--- config.mk ---
export PLATFORM = sky130hd
export DESIGN_NAME = multi_cycle_control
export DESIGN_NICKNAME = d
export VERILOG_FILES = /design/src/rtl/multi_cycle_control.sv
export SDC_FILE = /design/constraint.sdc
export NUM_CORES = 1
export LEC_CHECK = 0
export BUFFER_PORTS_ARGS = -buffer_cell sky130_fd_sc_hd__buf_4
export CAP_MARGIN = 20
export CORE_ASPECT_RATIO = 1.25
export CORE_MARGIN = 4
export CORE_UTILIZATION = 50
export DETAILED_ROUTE_END_ITERATION = 16
export PLACE_DENSITY = 0.8
export REMOVE_ABC_BUFFERS = 1
export SYNTH_ARGS = -nofsm -noshare
export SYNTH_HDL_FRONTEND = slang
export SYNTH_SLANG_ARGS = --single-unit
export TNS_END_PERCENT = 30
--- constraint.sdc ---
create_clock -name clk -period 2.05 [get_ports clk]
set_input_delay 0.205 -clock clk [delete_from_list [all_inputs] [get_ports clk]]
set_output_delay 0.205 -clock clk [all_outputs]
set_load 0.01 [all_outputs]
--- src/rtl/multi_cycle_control.sv ---
// Multi-cycle RV32 control FSM: fetch/decode/execute/mem/writeback
// with memory wait timeout, retire counter and absorbing trap state.
module multi_cycle_control #(
  parameter int MEM_TIMEOUT = 16
) (
  input  logic        clk,
  input  logic        rst_n,
  input  logic [6:0]  opcode,
  input  logic        branch_taken,
  input  logic        mem_ready,
  output logic        mem_req,
  output logic        mem_we,
  output logic        mem_addr_sel,
  output logic        ir_write,
  output logic        alu_src_b,
  output logic        pc_write,
  output logic [1:0]  pc_src,
  output logic        reg_write,
  output logic [1:0]  wb_sel,
  output logic        illegal,
  output logic        bus_error,
  output logic        halted,
  output logic [31:0] retired
);

  typedef enum logic [2:0] {
    FETCH, DECODE, EXECUTE, MEM, WRITEBACK, TRAP
  } state_t;

  localparam logic [6:0] OP_JAL  = 7'b1101111;
  localparam logic [6:0] OP_JALR = 7'b1100111;
  localparam logic [6:0] OP_BR   = 7'b1100011;
  localparam logic [6:0] OP_IMM  = 7'b0010011;
  localparam logic [6:0] OP_REG  = 7'b0110011;
  localparam logic [6:0] OP_LD   = 7'b0000011;
  localparam logic [6:0] OP_ST   = 7'b0100011;
  localparam logic [7:0] WMAX    = 8'(MEM_TIMEOUT - 1);

  state_t      state_q, state_d;
  logic [7:0]  wcnt_q, wcnt_d;
  logic [31:0] retired_q;
  logic        illegal_q, bus_error_q;
  logic        set_ill, set_berr, retire;
  logic        req_c, irw_c, pcw_c, rw_c;
  logic        is_br, is_reg, is_ld, is_st, legal;

  assign is_br  = opcode == OP_BR;
  assign is_reg = opcode == OP_REG;
  assign is_ld  = opcode == OP_LD;
  assign is_st  = opcode == OP_ST;
  assign legal  = is_br | is_reg | is_ld | is_st |
                  opcode == OP_JAL | opcode == OP_JALR |
                  opcode == OP_IMM;

  always_comb begin
    state_d      = state_q;
    wcnt_d       = wcnt_q;
    set_ill      = 1'b0;
    set_berr     = 1'b0;
    retire       = 1'b0;
    req_c        = 1'b0;
    irw_c        = 1'b0;
    pcw_c        = 1'b0;
    rw_c         = 1'b0;
    mem_we       = 1'b0;
    mem_addr_sel = 1'b0;
    alu_src_b    = 1'b0;
    pc_src       = 2'b00;
    wb_sel       = 2'b00;
    unique case (state_q)
      FETCH: begin
        req_c = 1'b1;
        if (mem_ready) begin
          irw_c   = 1'b1;
          state_d = DECODE;
        end else if (wcnt_q == WMAX) begin
          set_berr = 1'b1;
          state_d  = TRAP;
        end else begin
          wcnt_d = wcnt_q + 8'd1;
        end
      end
      DECODE: begin
        if (legal) begin
          state_d = EXECUTE;
        end else begin
          set_ill = 1'b1;
          state_d = TRAP;
        end
      end
      EXECUTE: begin
        alu_src_b = !(is_reg | is_br);
        wcnt_d    = 8'd0;
        if (is_br) begin
          pcw_c   = 1'b1;
          pc_src  = {1'b0, branch_taken};
          retire  = 1'b1;
          state_d = FETCH;
        end else if (is_ld | is_st) begin
          state_d = MEM;
        end else begin
          state_d = WRITEBACK;
        end
      end
      MEM: begin
        req_c        = 1'b1;
        mem_addr_sel = 1'b1;
        mem_we       = is_st;
        if (mem_ready) begin
          wcnt_d = 8'd0;
          if (is_st) begin
            pcw_c   = 1'b1;
            retire  = 1'b1;
            state_d = FETCH;
          end else begin
            state_d = WRITEBACK;
          end
        end else if (wcnt_q == WMAX) begin
          set_berr = 1'b1;
          state_d  = TRAP;
        end else begin
          wcnt_d = wcnt_q + 8'd1;
        end
      end
      WRITEBACK: begin
        rw_c    = 1'b1;
        pcw_c   = 1'b1;
        retire  = 1'b1;
        wcnt_d  = 8'd0;
        state_d = FETCH;
        if (is_ld) begin
          wb_sel = 2'b01;
        end else if (opcode == OP_JAL) begin
          wb_sel = 2'b10;
          pc_src = 2'b01;
        end else if (opcode == OP_JALR) begin
          wb_sel = 2'b10;
          pc_src = 2'b10;
        end
      end
      TRAP: ;
      default: state_d = TRAP;
    endcase
  end

  always_ff @(posedge clk or negedge rst_n) begin
    if (!rst_n) begin
      state_q     <= FETCH;
      wcnt_q      <= 8'd0;
      retired_q   <= 32'd0;
      illegal_q   <= 1'b0;
      bus_error_q <= 1'b0;
    end else begin
      state_q <= state_d;
      wcnt_q  <= wcnt_d;
      if (retire) retired_q <= retired_q + 32'd1;
      if (set_ill) illegal_q <= 1'b1;
      if (set_berr) bus_error_q <= 1'b1;
    end
  end

  // Strobes are gated by rst_n so they drop the instant reset asserts.
  assign mem_req   = rst_n & req_c;
  assign ir_write  = rst_n & irw_c;
  assign pc_write  = rst_n & pcw_c;
  assign reg_write = rst_n & rw_c;
  assign illegal   = illegal_q;
  assign bus_error = bus_error_q;
  assign halted    = state_q == TRAP;
  assign retired   = retired_q;

endmodule
==> flow_summary.json <==
{
  "ys_async_sr_fraction_pct": 100,
  "start_util_pct": 51.2,
  "dpl.cell_count": 365,
  "viasPerCell": 5.64,
  "post-route-cell-area_um2": 3140,
  "drtPass1Iterations": 4,
  "layout_common_cells": "72 x buf_4, 42 x dfrtp_1, 22 x xor2_1",
  "crit_start": "state_q[1]",
  "portBuffers": 56,
  "antenna_cells": 0,
  "endpoint": "pc_write",
  "clock-sinks": 45,
  "fin_util_pct": 66.4,
  "crit_chain": "and3b_1 > and3_2 > or2_4 > and2_1 > buf_4",
  "gp_congestion": 0.835,
  "ys_types": 53,
  "htreeDepth": 2,
  "layout_min_cycle_time_ns": 1.99,
  "route.detailed.drc": 0,
  "setup_ws_ns": 0.0562,
  "worstSkewPairLatency_ns": 0.29,
  "finalMaxSlewViolations": 0,
  "wl_per_cell_um": 15.0,
  "crit_family": "simple AND/OR/NAND/NOR gates",
  "vdd_ir_drop_max_uv": 541,
  "chipWidth_um": 70.2,
  "hp-class": "in2reg",
  "reg2reg_slack_ns": 0.15,
  "tightest_slew_ns": 0.458,
  "dpl_cell_area_um2": 2960,
  "final_cells": 379,
  "grt_pass1_wl_um": 9530,
  "areaGrowthSynthToFinish_pct": 29.7,
  "antenna_found_initial": 0,
  "first_global_vias": 2046,
  "yosysSeqAreaShare_pct": 46.5,
  "max_stage_delay_ns": 0.48,
  "min_path_cells": 4,
  "setup-violations-final": 0,
  "tns_ns": 0,
  "groute.usage.overall_pct": 19.6,
  "fillers": 388,
  "grt_overflow": 0,
  "r2r-end": "retired[22]",
  "criticalPathCategory": "reg2out",
  "finalHoldViolCount": 0,
  "syn_area_per_cell_um2": 9.92,
  "worstRegToRegCells": 6,
  "clkSlewWorstSetupHoldPaths_ns": 0.08,
  "slew_headroom_pct": 69.2,
  "synth_edf_count": 0,
  "worst_setup_path_start_kind": "flip-flop",
  "slowest_stage": "dfrtp_2",
  "yosys_warnings": 0,
  "grt_max_degree": 32,
  "p_total_mw": 1.56,
  "fin_worst_skew_ns": 0.00471,
  "die_h_um": 85.8,
  "dp_hpwl_um": 4250,
  "dr_total_vias": 2139,
  "status": "finished clean",
  "cts_made_buffers": 5,
  "syn_inst": 244,
  "arrival_ns": 1.79,
  "num_io_pins": 57,
  "timing.hold.ws_ns": 0.316,
  "end_kind": "output pin",
  "wirelength_um": 5670,
  "die_area_um2": 6030,
  "worstPathMaxFanout": 9,
  "cp.required_ns": 1.85,
  "cp_num_cells": 5,
  "max_freq_mhz": 502,
  "layout.nets": 331,
  "synth_seq_cells": 45,
  "ys.flop_type": "dfrtp_1",
  "drive_above_1_share_pct": 32.0,
  "syn_area_um2": 2420,
  "final_common_cell": "buf_4",
  "rows": 28,
  "seq_area_um2": 1130,
  "multi_input_area_um2": 1270,
  "period_share_pct": 97.3,
  "critPathBufInv": 1,
  "cts-root-buf": "clkbuf_8",
  "clockBufferDepth": 2,
  "reg2reg_from": "state_q[1]",
  "cts_tree": "yes",
  "power_density_nw_per_um2": 497,
  "dp_slack_ns": 0.0557,
  "rsz0062_at_grt": "yes",
  "core_um2": 4730,
  "p_leak_nw": 1.47,
  "drtIter0Drc": 110,
  "postRouteAntennaNets": 0,
  "drv_cap": 0
}
==> registers in the layout, indices dropped and copies added (netlist names) <==
register and cells:
state_q 3, wcnt_q 8, retired 32, illegal 1
bus_error 1
==> synth_stat cells, types with 3 or more instances <==
library cell  number  area share, %
a21oi_1            7            1.4
xnor2_1           12            4.3
or2_2              4            1.0
nor4_1             6            1.6
and4bb_2           3            1.6
and3_1             4            1.0
nor2_1            21            3.3
nand2b_1           4            1.0
xor2_1            22            8.0
o21ai_1            3           0.62
nor2b_1            5            1.3
dfrtp_1           45             47
nand3_1           19            3.9
nand4_1            6            1.6
inv_1              4           0.62
o21ai_0            4           0.83
nor3_1            10            2.1
nand2_1           21            3.3
clkbuf_1           3           0.47
==> worst reg2reg max path, stage by stage (launching register included) <==
cell     delay [ns]
dfrtp_2        0.48
or3b_4         0.46
o41ai_4        0.08
buf_4          0.20
o21ai_2        0.13
nor3_1         0.29
xor2_1         0.18
==> layer usage <==
layer  wire length (um)  vias to the layer above  global-route usage [%]  part of all wire [%]
met5                  0                        -                       0                     0
met4                 78                        0                    6.62                   1.4
met3                366                        7                    4.45                   6.5
met2               2860                       70                    33.6                    50
met1               2370                     1044                    24.2                    42
li1                   -                     1018                       -                     -
==> cell families (layout without fill, tap and decap cells) <==
| kind of cell | after synthesis | count (layout) | synth area share [%] |
|---|---|---|---|
| adder cells (fa/ha/maj) | 2 | 2 | 1.03 |
| buffers and inverters | 10 | 85 | 2.07 |
| AND/OR/NAND/NOR | 122 | 122 | 28.5 |
| XOR/XNOR | 34 | 34 | 12.3 |
| multiplexers | 1 | 1 | 0.413 |
| flip-flops | 45 | 45 | 46.5 |
| AO/OA/AOI/OAI | 30 | 30 | 9.15 |
==> report_power, final <==
part           switching (mW)  internal, mW  total (mW)
clock                   0.283         0.305       0.588
sequential            0.00556         0.891       0.897
combinational          0.0431        0.0317      0.0748
==> worst min-delay path by stage <==
stage | from | endpoint | slack [ns]
detailed placement | rst_n | state_q[0] | 0.15
CTS | opcode[4] | state_q[1] | 0.31
floorplan | rst_n | bus_error | -0.09
finish | opcode[4] | state_q[1] | 0.32
global placement | rst_n | illegal | 0.15
global route | opcode[4] | state_q[1] | 0.34
==> layout make-up <==
cell class,count,share of cell area [%]
multi-input combinational,189,40.4
timing repair buffer,73,17.5
sequential,45,36.0
clock inverter,1,0.159
clock buffer,7,3.07
inverter,4,0.478
tap,60,2.39
==> repair_timing <==
| action | 4_1_cts | 5_1_grt |
|---|---|---|
| pin swaps | 2 | 0 |
| buffers inserted | 2 | 3 |
| endpoints found under the setup margin | 2 | 7 |
| endpoints found under the hold margin | 26 | 0 |
| resized for setup | 5 | 4 |
| hold buffers | 1 | 0 |
Power figures use the tool's default switching activity.
